$ cat config.mk
export PLATFORM = sky130hd
export DESIGN_NAME = aoi_delay_line
export DESIGN_NICKNAME = d
export VERILOG_FILES = /design/src/rtl/aoi_delay_line.sv
export SDC_FILE = /design/constraint.sdc
export NUM_CORES = 1
export LEC_CHECK = 0
export CORE_AREA = 2 2 39 41
export DETAILED_ROUTE_END_ITERATION = 8
export DIE_AREA = 0 0 41 43
export GPL_TIMING_DRIVEN = 0
export HOLD_SLACK_MARGIN = 0.12
export SLEW_MARGIN = 30
export SYNTH_ARGS = -nofsm -noshare
export SYNTH_HDL_FRONTEND = slang
export SYNTH_SLANG_ARGS = --single-unit
$ cat constraint.sdc
create_clock -name clk -period 0.8 [get_ports clk]
set_input_delay 0.16 -clock clk [delete_from_list [all_inputs] [get_ports clk]]
set_output_delay 0.16 -clock clk [all_outputs]
set_load 0.005 [all_outputs]
$ cat src/rtl/aoi_delay_line.sv
`default_nettype none
// ============================================================================
//  Module      : aoi_delay_line
//  Description : DEPTH-stage shift register with synchronous clear; carries
//                {valid, stim} alongside the gate under test.
//  Revision    : 1.0 - initial release
// ============================================================================
module aoi_delay_line #(
    parameter int W     = 5,
    parameter int DEPTH = 1
) (
    input  logic         clk,
    input  logic         rst_n,
    input  logic [W-1:0] in,
    output logic [W-1:0] out
);

    logic [W-1:0] r_stage [DEPTH];

    // Shift one stage per clock; reset flushes every stage
    always_ff @(posedge clk) begin
        if (!rst_n) begin
            for (int i = 0; i < DEPTH; i++) begin
                r_stage[i] <= '0;
            end
        end else begin
            r_stage[0] <= in;
            for (int i = 1; i < DEPTH; i++) begin
                r_stage[i] <= r_stage[i-1];
            end
        end
    end

    assign out = r_stage[DEPTH-1];

endmodule
`default_nettype wire

=== Word-level counts from Yosys, hierarchy flattened ===
Memory sizes are Yosys's and may differ from the RTL's.
Index checks and enable logic that the tools add are counted.

* Memories kept: 1
* Bits in latches: 0
* Bits in read-only memories: 0
* Bits of input ports: 7
* Register bits: 0
* Output and inout bits: 5
* Memory bits (writable): 5

* Shift-type cells: 0
* Multiplexer cells: 4
* Divide/modulo/power cells: 0
* Bitwise operators: 0
* Reduce and logical (&&, ||, !) cells: 1
* $lt $le $gt $ge: 0
* Multipliers: 0
* Equal/unequal tests: 0
* Add/subtract/negate cells: 0

{| class="wikitable"
|+ Memories
! name !! words !! width !! rd ports !! clocked after memory_dff !! write ports !! line !! text
|-
| r_stage || 1 || 5 || 1 || 0 || 1 || 18 || <nowiki>logic [W-1:0] r_stage [DEPTH];</nowiki>
|}

{| class="wikitable"
|+ Operators by type and width
! operator !! count
|-
| 2-to-1 mux 5 bit || 1
|-
| OR reduction 5 bit || 1
|-
| 2-to-1 mux 1 bit || 3
|}

=== Logic depth before layout (Yosys ltp) ===
* Depth after elaboration: 3
* Depth in mapped cells: 1
* Mapped depth without buffers: 1

=== Least setup slack after synthesis ===
No wires, ideal clock.

* Kind: register -> output
* Start: memory r_stage[0][0]
* End: output out[0]
* Data required time: 0.640 ns
* Setup slack: 0.342 ns
* Stages on the path, launching flop included: 1
* Data arrival time: 0.298 ns
* Cells stage by stage: dfxtp_1

* Word-level cells in the longest chain between the ends: 1

{| class="wikitable"
|+ RTL lines
! element !! line !! text
|-
| start, declared || 18 ||
|-
| memory read (1 x 5 bit) || - ||
|-
| end, declared || 15 || <nowiki>output logic [W-1:0] out</nowiki>
|}

No other way between the ends.

=== Worst setup path after layout ===
* Start: memory r_stage[0][1]
* End: output out[1]

Same word-level chain as after synthesis.

==> run_results.csv <==
group,metric,value,unit
sta,slew_headroom,93.1,%
grt,use_met2,4.38,%
sta,finalCriticalPeriod,0.824,ns
clock_network,cts.sinks,5,
logic_synthesis,synth_seq_cells,5,
sta,worst_pin_slew,0.103,ns
logic_synthesis,syn_avg_cell_area,13.1,µm²
floorplan,die_x,41,µm
grt,grt_pass1_vias,105,
floorplan,core_area,1380,µm²
power,power,0.000620,W
power,p_seq_share,43.3,%
power,internal-power,0.000496,W
floorplan,initial_core_util,9.49,%
sta,final_max_slew_viol_count,0,
grt,met3_usage,6.28,%
layout,finish.utilization,19.6,%
grt,grt_pass1_wl,420,µm
power,leakagePower,0.119,nW
grt,antenna_found_initial,0,
logic_synthesis,ys_types,2,
critical_path,path_buf_inv,1,
critical_path,required,0.64,ns
grt,grt_overflow,0,
clock_network,cts_buffers,3,
power,p_sw_share,20.0,%
critical_path,crit_family,"flip-flops",
route,drc,0,
layout,largest_register_ffs,5,
logic_synthesis,synthesis.area,131,µm²
power,ir_drop,0.000738,V
place,port_buffers,11,
sta,timing.fmax,1210,MHz
power,comb_power_share,9.0,%
critical_path,crit_chain,"buf_2",
route,wire_per_inst,7.39,µm
logic_synthesis,synth_fp_nets,17,
place,placed_cell_area,262,µm²
layout,layout-drive-gt1-share,40.0,%
power,clock_power_share,47.7,%
clock_network,cts_resized,21,
layout,top_regs,"r_stage x5",
layout,stdcell_area,272,µm²
critical_path,critPathMaxFanout,1,
power,p_per_area,2280,nW/µm²
layout,fillers,154,
clock_network,cts_tree,"done",
logic_synthesis,synth_seq_area_share,76.2,%
grt,grt_max_degree,6,
grt,use_met1,4.21,%
route,via_count,115,
route,avgViaCountPerCell,2.80,
run_status,outcome,"finished, violations left",
floorplan,io_pins,12,
route,drtIter0Drc,0,
sta,period_share,103,%
sta,setup_slack,-0.0245,ns
critical_path,cp_slowest_cell,"dfxtp_2",
hold_path,hold_path.class,"input pin to register",
clock_network,htree_levels,1,
route,firstDrtPassIters,1,
layout,area_growth_syn_to_layout,107,%
flow_run,cap_violations,0,
critical_path,slowest_delay,0.31,ns
clock_network,cts_root_buf,"clkbuf_4",
grt,grt_usage,4.83,%
critical_path,endpoint_kind,"primary output",
clock_network,cts_setup_buffers,0,
hold_path,whs_path_depth,2,
clock_network,clockBufferDepth,2,
sta,hold_violations,0,
run_status,violations,"negative setup slack",
critical_path,cp.arrival,0.66,ns
floorplan,die_h,43,µm
logic_synthesis,yosysWarnings,0,
layout,nets,33,
clock_network,ctsHoldBuffers,0,
critical_path,worstSetupPathType,"register to primary output",
layout,largest_register,"r_stage",
critical_path,path_depth,1,
sta,finalSetupViolations,5,
route,drt_wl_total,303,µm
place,gp_congestion,0.569,
sta,rsz0062_at_grt,"yes",
clock_network,clk_pin_slew,0.05,ns
route,ant_nets,0,
layout,antenna_cells,0,
grt,busiest_layer,"met3",
floorplan,die_area,1760,µm²
critical_path,worst_setup_path_start_kind,"register",
power,switching_power,0.000124,W
logic_synthesis,syn_inst,10,
floorplan,rows,14,
-- layout by cell type, fill, tap and decap left out --
master	count
clkdlybuf4s50_1	6
and2_1	5
buf_2	4
clkbuf_4	3
dfxtp_1	3
dfxtp_2	2
clkbuf_1	1
buf_6	1
-- power by group through the flow --
stage / Combinational, W / Sequential, W / Clock [W]
4_1_cts: 0.0000540 / 0.000268 / 0.000313
6_report: 0.0000557 / 0.000268 / 0.000296
3_5_place_dp: 0.0000663 / 0.000272 / 0
5_1_grt: 0.0000609 / 0.000269 / 0.000342
3_3_place_gp: 0.0000661 / 0.000272 / 0
2_1_floorplan: 0.00000802 / 0.000273 / 0
-- cells in the mapped netlist, drive strengths merged --
library cell	instances	share of area, %
dfxtp	5	76
and2	5	24
-- routing by layer --
layer | up-vias | routed length [µm]
met4 | 0 | 0
met5 | - | 0
li1 | 59 | -
met1 | 44 | 147
met2 | 12 | 92
met3 | 0 | 62
-- final cells by class --
| class | instances | area (µm²) | share of cell area [%] |
|---|---|---|---|
| Multi-Input combinational cell | 5 | 31.3 | 11.5 |
| Tap cell | 16 | 20.0 | 7.37 |
| Sequential cell | 5 | 103 | 37.8 |
| Timing Repair Buffer | 11 | 91.3 | 33.6 |
| Clock buffer | 4 | 26.3 | 9.68 |
-- per-stage QoR --
step           hold slack, ns  cells  setup WS, ns  TNS, ns
2_1_floorplan           0.282     10         0.342        0
3_3_place_gp            0.736     37        -0.150    -1.09
3_5_place_dp            0.748     37        -0.156    -1.14
4_1_cts                 0.482     41       -0.0396   -0.135
5_1_grt                 0.487     41       -0.0590   -0.240
6_report                0.491     41       -0.0245  -0.0576
-- final timing paths --
path | start | endpoint | slack [ns]
setup / recovery | r_stage[0][1] | out[1] | -0.02
hold / removal | in[3] | r_stage[0][3] | 0.49
-- cell families (layout without fill, tap and decap cells) --
logic type | Yosys count | in the layout | share of synthesized area [%]
buffers and inverters | 0 | 15 | 0
and+or+nand+nor | 5 | 5 | 23.8
DFF | 5 | 5 | 76.2
(Power assumes the default switching activity.)
